$ cat src/rtl/crypto_pkg.sv
// Shared width, mode and FSM state definitions for the crypto stream driver.
package crypto_pkg;

  localparam int BLOCK_W = 128;

  localparam logic MODE_ENC = 1'b1;
  localparam logic MODE_DEC = 1'b0;

  typedef enum logic [2:0] {
    ST_IDLE      = 3'd0,
    ST_ISSUE     = 3'd1,
    ST_WAIT_BUSY = 3'd2,
    ST_WAIT_DONE = 3'd3,
    ST_OUTPUT    = 3'd4
  } state_t;

endpackage

$ cat src/rtl/op_timer.sv
// Saturating cycle counter with synchronous clear, count enable and a
// comparison against a caller-supplied limit.
module op_timer #(
  parameter int W = 7
) (
  input  logic         clock,
  input  logic         reset,
  input  logic         i_clear,
  input  logic         i_enable,
  input  logic [W-1:0] i_limit,
  output logic         o_expired
);

  logic [W-1:0] r_count;

  always_ff @(posedge clock or posedge reset) begin
    if (reset) begin
      r_count <= '0;
    end else if (i_clear) begin
      r_count <= '0;
    end else if (i_enable && (r_count != {W{1'b1}})) begin
      r_count <= r_count + W'(1);
    end
  end

  assign o_expired = (r_count >= i_limit);

endmodule

$ cat src/rtl/crypto_stream_driver.sv
// Stream-to-core initiator for the 128-bit block cipher core: one core operation
// per accepted block. Define CBC_CHAIN_EN to add CBC chaining; otherwise ECB.
module crypto_stream_driver
  import crypto_pkg::*;
#(
  parameter int BUSY_TIMEOUT = 8,
  parameter int DONE_TIMEOUT = 64
) (
  input  logic               clock,
  input  logic               reset,
  input  logic               s_valid,
  output logic               s_ready,
  input  logic [BLOCK_W-1:0] s_data,
  input  logic               s_mode,
  input  logic [BLOCK_W-1:0] key,
  input  logic [BLOCK_W-1:0] iv,
  input  logic               iv_load,
  output logic               m_valid,
  input  logic               m_ready,
  output logic [BLOCK_W-1:0] m_data,
  output logic               m_error,
  output logic               core_start,
  output logic               core_enc_dec,
  output logic [BLOCK_W-1:0] core_data_in,
  output logic [BLOCK_W-1:0] core_key_in,
  input  logic [BLOCK_W-1:0] core_data_out,
  input  logic               core_busy
);

  localparam int TIMER_W = $clog2(DONE_TIMEOUT + 1);

  state_t r_state;
  state_t w_state_next;

  logic               w_accept;
  logic               w_capture;
  logic               w_fail;
  logic               w_timer_clear;
  logic               w_timer_en;
  logic               w_timer_expired;
  logic [TIMER_W-1:0] w_timer_limit;

  logic [BLOCK_W-1:0] r_core_data_in;
  logic [BLOCK_W-1:0] r_core_key_in;
  logic               r_core_enc_dec;
  logic [BLOCK_W-1:0] r_m_data;
  logic               r_m_error;
  logic [BLOCK_W-1:0] w_block_to_core;
  logic [BLOCK_W-1:0] w_result;

  always_ff @(posedge clock or posedge reset) begin
    if (reset) begin
      r_state <= ST_IDLE;
    end else begin
      r_state <= w_state_next;
    end
  end

  always_comb begin
    w_state_next = r_state;
    w_accept     = 1'b0;
    w_capture    = 1'b0;
    w_fail       = 1'b0;
    case (r_state)
      ST_IDLE: begin
        if (s_valid) begin
          w_accept     = 1'b1;
          w_state_next = ST_ISSUE;
        end
      end
      ST_ISSUE: begin
        w_state_next = ST_WAIT_BUSY;
      end
      ST_WAIT_BUSY: begin
        // A core that has started always wins over a same-cycle timeout.
        if (core_busy) begin
          w_state_next = ST_WAIT_DONE;
        end else if (w_timer_expired) begin
          w_fail       = 1'b1;
          w_state_next = ST_OUTPUT;
        end
      end
      ST_WAIT_DONE: begin
        if (!core_busy) begin
          w_capture    = 1'b1;
          w_state_next = ST_OUTPUT;
        end else if (w_timer_expired) begin
          w_fail       = 1'b1;
          w_state_next = ST_OUTPUT;
        end
      end
      ST_OUTPUT: begin
        if (m_ready) begin
          w_state_next = ST_IDLE;
        end
      end
      default: begin
        w_state_next = ST_IDLE;
      end
    endcase
  end

  // Timer restarts on every state change and only runs while waiting on the core.
  assign w_timer_clear = (w_state_next != r_state);
  assign w_timer_en    = (r_state == ST_WAIT_BUSY) || (r_state == ST_WAIT_DONE);
  assign w_timer_limit = (r_state == ST_WAIT_BUSY) ? TIMER_W'(BUSY_TIMEOUT)
                                                   : TIMER_W'(DONE_TIMEOUT);

  op_timer #(
    .W (TIMER_W)
  ) u_op_timer (
    .clock     (clock),
    .reset     (reset),
    .i_clear   (w_timer_clear),
    .i_enable  (w_timer_en),
    .i_limit   (w_timer_limit),
    .o_expired (w_timer_expired)
  );

`ifdef CBC_CHAIN_EN
  logic [BLOCK_W-1:0] r_chain;
  logic [BLOCK_W-1:0] r_cipher_in;
  logic [BLOCK_W-1:0] w_chain_eff;

  // A same-cycle iv_load takes effect before the block is combined with the chain.
  assign w_chain_eff     = iv_load ? iv : r_chain;
  assign w_block_to_core = (s_mode == MODE_ENC) ? (s_data ^ w_chain_eff) : s_data;
  assign w_result        = (r_core_enc_dec == MODE_ENC) ? core_data_out
                                                        : (core_data_out ^ r_chain);

  always_ff @(posedge clock or posedge reset) begin
    if (reset) begin
      r_chain     <= '0;
      r_cipher_in <= '0;
    end else begin
      if ((r_state == ST_IDLE) && iv_load) begin
        r_chain <= iv;
      end else if (w_capture) begin
        r_chain <= (r_core_enc_dec == MODE_ENC) ? core_data_out : r_cipher_in;
      end
      if (w_accept) begin
        r_cipher_in <= s_data;
      end
    end
  end
`else
  logic w_unused_cbc;

  assign w_block_to_core = s_data;
  assign w_result        = core_data_out;
  assign w_unused_cbc    = ^{iv, iv_load};
`endif

  // Core inputs change only on accept, so they stay stable through the capture cycle.
  always_ff @(posedge clock or posedge reset) begin
    if (reset) begin
      r_core_data_in <= '0;
      r_core_key_in  <= '0;
      r_core_enc_dec <= 1'b0;
      r_m_data       <= '0;
      r_m_error      <= 1'b0;
    end else begin
      if (w_accept) begin
        r_core_data_in <= w_block_to_core;
        r_core_key_in  <= key;
        r_core_enc_dec <= s_mode;
      end
      if (w_capture) begin
        r_m_data  <= w_result;
        r_m_error <= 1'b0;
      end else if (w_fail) begin
        r_m_data  <= '0;
        r_m_error <= 1'b1;
      end
    end
  end

  assign s_ready      = (r_state == ST_IDLE) && !reset;
  assign m_valid      = (r_state == ST_OUTPUT);
  assign m_data       = r_m_data;
  assign m_error      = r_m_error;
  assign core_start   = (r_state == ST_ISSUE);
  assign core_enc_dec = r_core_enc_dec;
  assign core_data_in = r_core_data_in;
  assign core_key_in  = r_core_key_in;

endmodule

$ cat config.mk
export PLATFORM = sky130hd
export DESIGN_NAME = crypto_stream_driver
export DESIGN_NICKNAME = d
export VERILOG_FILES = /design/src/rtl/crypto_pkg.sv /design/src/rtl/op_timer.sv /design/src/rtl/crypto_stream_driver.sv
export SDC_FILE = /design/constraint.sdc
export NUM_CORES = 1
export LEC_CHECK = 0
export ABC_AREA = 1
export BUFFER_PORTS_ARGS = -buffer_cell sky130_fd_sc_hd__buf_4
export CORE_AREA = 2 2 348 350
export DETAILED_ROUTE_END_ITERATION = 12
export DIE_AREA = 0 0 350 352
export GPL_TIMING_DRIVEN = 0
export PLACE_DENSITY = 0.43
export SYNTH_ARGS = -nofsm -noshare
export SYNTH_HDL_FRONTEND = slang
export SYNTH_SLANG_ARGS = --single-unit
$ cat constraint.sdc
create_clock -name clock -period 22.7 [get_ports clock]
set_clock_uncertainty 0.2 [all_clocks]
set_input_delay 6.81 -clock clock [delete_from_list [all_inputs] [get_ports clock]]
set_output_delay 6.81 -clock clock [all_outputs]
set_load 0.02 [all_outputs]
### Word level (Yosys, flattened, before mapping)

Cells that the tools add are included.

| storage, ports and cells | value |
|---|---|
| input bits | 519 |
| word-level logic and storage cells | 43 |
| output and inout port bits | 389 |
| register bits after elaboration | 396 |

| operators by class | value |
|---|---|
| multiplexer cells | 21 |
| equality and inequality tests | 6 |
| reduce and logical (&&, ||, !) cells | 7 |
| magnitude comparators | 1 |
| add/subtract/negate cells | 1 |

Operator list:

| operator | number |
|---|---|
| $mux W128 | 2 |
| $mux W7 | 3 |
| $mux W3 | 5 |
| $pmux W3 S5 | 1 |
| $mux W1 | 9 |
| $add A7 B1 Y7 const B | 1 |
| $ge A7 B7 Y1 | 1 |
| $ne A7 B7 Y1 const B | 1 |
| $eq A3 B2 Y1 const B | 2 |
| $reduce_bool A2 Y1 | 2 |
| $eq A3 B1 Y1 const B | 1 |
| $eq A3 B3 Y1 const B | 1 |
| $logic_not A3 Y1 | 1 |
| $ne A3 B3 Y1 | 1 |
| $logic_and A1 B1 Y1 | 2 |
| $pmux W1 S2 | 1 |
| $logic_not A1 Y1 | 1 |
| $logic_or A1 B1 Y1 | 1 |

### Depth between registers and ports, before layout

| depth | value |
|---|---|
| depth after elaboration | 8 |
| mapped depth | 17 |

### Modules after synthesis

From an unflattened synthesis, not the netlist that was laid out.

| second synthesis, totals | value |
|---|---|
| cells, all modules | 1,239 |
| area, all modules | 16,154.2 um^2 |

By module, submodules not included:

| module | cells an instance | instances | area each (um^2) | seq. area each (um^2) |
|---|---|---|---|---|
| crypto_stream_driver | 1,154 | 1 | 15,549.9 | 9,734.3 |
| op_timer | 85 | 1 | 604.3 | 175.2 |

### Worst setup path before layout

OpenSTA, ideal clock, no wires.

| timing path | value |
|---|---|
| path type | input to output |
| from | input port reset |
| to | output port s_ready |
| stages | 1 |
| slack | 8.253 ns |
| data arrival time | 7.437 ns |
| cell sequence | nor4_1 |

| on the way | value |
|---|---|
| word-level cells in the longest chain between the ends | 2 |

RTL lines:

| item | line | text |
|---|---|---|
| start, declared | crypto_stream_driver.sv:10 | `input logic reset,` |
| $logic_not A1 Y1 | crypto_stream_driver.sv:178 | `assign s_ready = (r_state == ST_IDLE) && !reset;` |
| $logic_and A1 B1 Y1 | crypto_stream_driver.sv:178 |  |
| end, declared | crypto_stream_driver.sv:12 | `output logic s_ready,` |

No other way between the ends.

### Worst setup path in the final report

Same ends and word-level chain as after synthesis.

==> results.py <==
metrics = {
    "run_status": {
        "status": "finished, final reports clean",
    },
    "drt": {
        "via_count": 12400,
        "vias_per_cell": 3.37,
        "wirelength_um": 73100,
        "drt_iter0_drc": 522,
        "wire_per_inst_um": 19.8,
        "drt-pass1-iter-count": 4,
        "drcViolationCount": 0,
        "ant_nets": 0,
    },
    "floorplan": {
        "die_area_um2": 123000,
        "die_h_um": 352,
        "rows": 127,
        "core_area_um2": 119000,
        "die_width_um": 350,
        "io-pin-count": 908,
        "start_util_pct": 12.8,
    },
    "power": {
        "power_mw": 3.97,
        "p_per_area_nw_per_um2": 158,
        "max-vdd-ir-drop_uv": 64.9,
        "leakagePower_nw": 12.2,
    },
    "cells_and_area": {
        "multiInputGateArea_um2": 4870,
        "fill_cells": 13100,
        "seq_area_um2": 9910,
        "nets": 2555,
        "drive_gt1_share_pct": 56.7,
        "final_cell_mix": "buf_4, dfrtp_1, nand2_1, mux2_2, nand3_1",
        "final_common_cell": "buf_4",
        "area_growth_pct": 63.6,
        "final_util_pct": 21.0,
    },
    "logic_synthesis": {
        "ys_seq_elements": 396,
        "yosysTopAreaCellShare_pct": 64.7,
        "syn_inst": 1198,
        "yosys.area.top_type": "dfrtp_1",
        "ys_seq_area_share_pct": 64.7,
        "syn_area_um2": 15300,
        "yosys_warnings": 0,
        "syn-num-nets": 1721,
        "synth_cell_types": 24,
        "synth_area_per_cell_um2": 12.8,
        "synth_area_leaders": "dfrtp_1, mux2_2, nand2_1",
    },
    "clock_network": {
        "holdBufCountCts": 0,
        "clock_sinks": 396,
        "cts_setup_buffers": 0,
        "cts.repair.resized": 0,
        "cts_max_level": 2,
        "clkTransAtPathRegs_ns": 0.06,
        "cts_tree": "done",
        "cts_buffer_depth": 3,
        "cts_root_buffer": "clkbuf_16",
        "clk-insertion-delay-late_ns": 0.61,
        "numCtsBuffers": 51,
    },
    "worst_setup_path": {
        "cp_data_required_time_ns": 15.69,
        "endpoint": "s_ready",
        "path_max_fanout": 2,
        "r2r_slack_ns": 19.80,
        "cp_common_cell": "buf_4",
        "critPathTopFamily": "buffers and inverters",
        "reg2reg_from": "r_state[1]",
        "worstSetupStartpointType": "primary input",
        "r2r_cells": 15,
        "startpoint": "reset",
        "r2r-end": "m_data[86]",
        "crit_buf_inv": 2,
        "cpPeakStageDelay_ns": 0.20,
        "worstSetupPathType": "in -> out",
        "end_kind": "output port",
        "cp.depth": 3,
        "arrival_ns": 7.33,
        "crit_chain": "buf_4, nor4_1, buf_4",
        "cpMaxStageDelayCell": "buf_4",
    },
    "grt": {
        "grt_pass1_wl_um": 102000,
        "grt_use_total_pct": 11.5,
        "grt-ovfl-total": 0,
        "grt_pass1_vias": 13100,
        "antenna_found_initial": 15,
        "grt_max_degree": 109,
    },
    "sta": {
        "fmax_mhz": 69.7,
        "slew_viol_final": 0,
        "hold_viol": 0,
        "setup_violations": 0,
        "rsz0062_at_grt": "no",
        "fin_crit_sh_pct": 63.2,
        "fin_ws_ns": 8.36,
        "period_needed_ns": 14.34,
        "slew_headroom_pct": 11.7,
        "tightestPinTransition_ns": 1.32,
        "fin_tns_setup_ns": 0,
    },
    "placed_design": {
        "gp_congestion": 0.800,
        "place_hpwl_um": 59400,
        "io_buffers": 778,
        "preCtsSetupSlack_ns": 8.35,
    },
    "flow_run": {
        "max-cap-violations": 0,
    },
    "min_path": {
        "hold_path.class": "reg -> reg",
    },
}
==> stage by stage <==
step | std cells | instance area (um2) | hold slack, ns
4_1_cts | 3682 | 25000 | 0.274
6_report | 3689 | 25100 | 0.270
3_3_place_gp | 3588 | 23200 | 0.258
3_5_place_dp | 3591 | 23300 | 0.260
5_1_grt | 3684 | 25000 | 0.286
2_1_floorplan | 1198 | 15300 | 0.356
==> per-layer routing <==
metal	global-route usage (%)	vias to the layer above	wire, um
li1	-	5711	-
met1	13.4	6089	28800
met2	19.6	550	35200
met3	4.89	89	7750
met4	2.47	0	1380
met5	0	-	0
==> where the power goes <==
part	total [mW]	leakage, nW	internal (mW)	switching [mW]
Sequential	1.27	4.84	1.05	0.213
Clock	0.869	0.878	0.534	0.335
Combinational	1.83	6.48	0.812	1.02
Total	3.97	12.2	2.40	1.57
==> registers in the layout (all words and copies together), names as in the netlist <==
signal              flops
core_enc_dec            1
m_error                 1
m_data                128
core_data_in          128
core_key_in           128
r_state                 3
u_op_timer.r_count      7
==> area by class of cell <==
type                            instances  area share [%]
Sequential cell                       396            39.6
Timing Repair Buffer                  781            23.6
Multi-Input combinational cell        711            19.5
Tap cell                             1612            8.05
Clock buffer                           76            6.15
Buffer                                 70            1.79
Clock inverter                         15           0.954
Inverter                               21           0.345
Antenna cell                            7          0.0699
==> Yosys cell counts, drive strengths merged <==
master    n
nor3      2
nand3   137
dfrtp   396
or2       1
mux2    257
ha        4
nor4      1
o21ai     2
buf      45
nor2     18
xor2      4
a21oi     3
inv      21
a41o      1
nand2   279
clkbuf   25
nand4     2
==> how the worst min path moves through the flow <==
stage                                      from                    end  depth (start not counted)
after floorplan           u_op_timer.r_count[5]  u_op_timer.r_count[5]                          3
after global placement               m_data[18]             m_data[18]                          2
after detailed placement            m_data[103]            m_data[103]                          2
after CTS                           m_data[103]            m_data[103]                          2
after global routing                  m_data[4]              m_data[4]                          2
final                               m_data[103]            m_data[103]                          2
==> cells by family (layout without fill, tap and decap cells) <==
group	after synthesis	count (layout)	synth area share, %
flip-flops	396	396	64.7
AO/OA/AOI/OAI	6	6	0.229
AND/OR/NAND/NOR	440	440	12.1
adder cells (fa/ha/maj)	4	4	0.327
buffers and inverters	91	963	3.45
multiplexers	257	257	18.9
other	0	7	0
XOR/XNOR	4	4	0.229
==> worst min-delay path: stages, from the launching register on <==
cell and delay, ns:
dfrtp_1 0.34, nand2_1 0.05, nand2_1 0.05
Note: power is estimated with default switching activity, not from simulation.
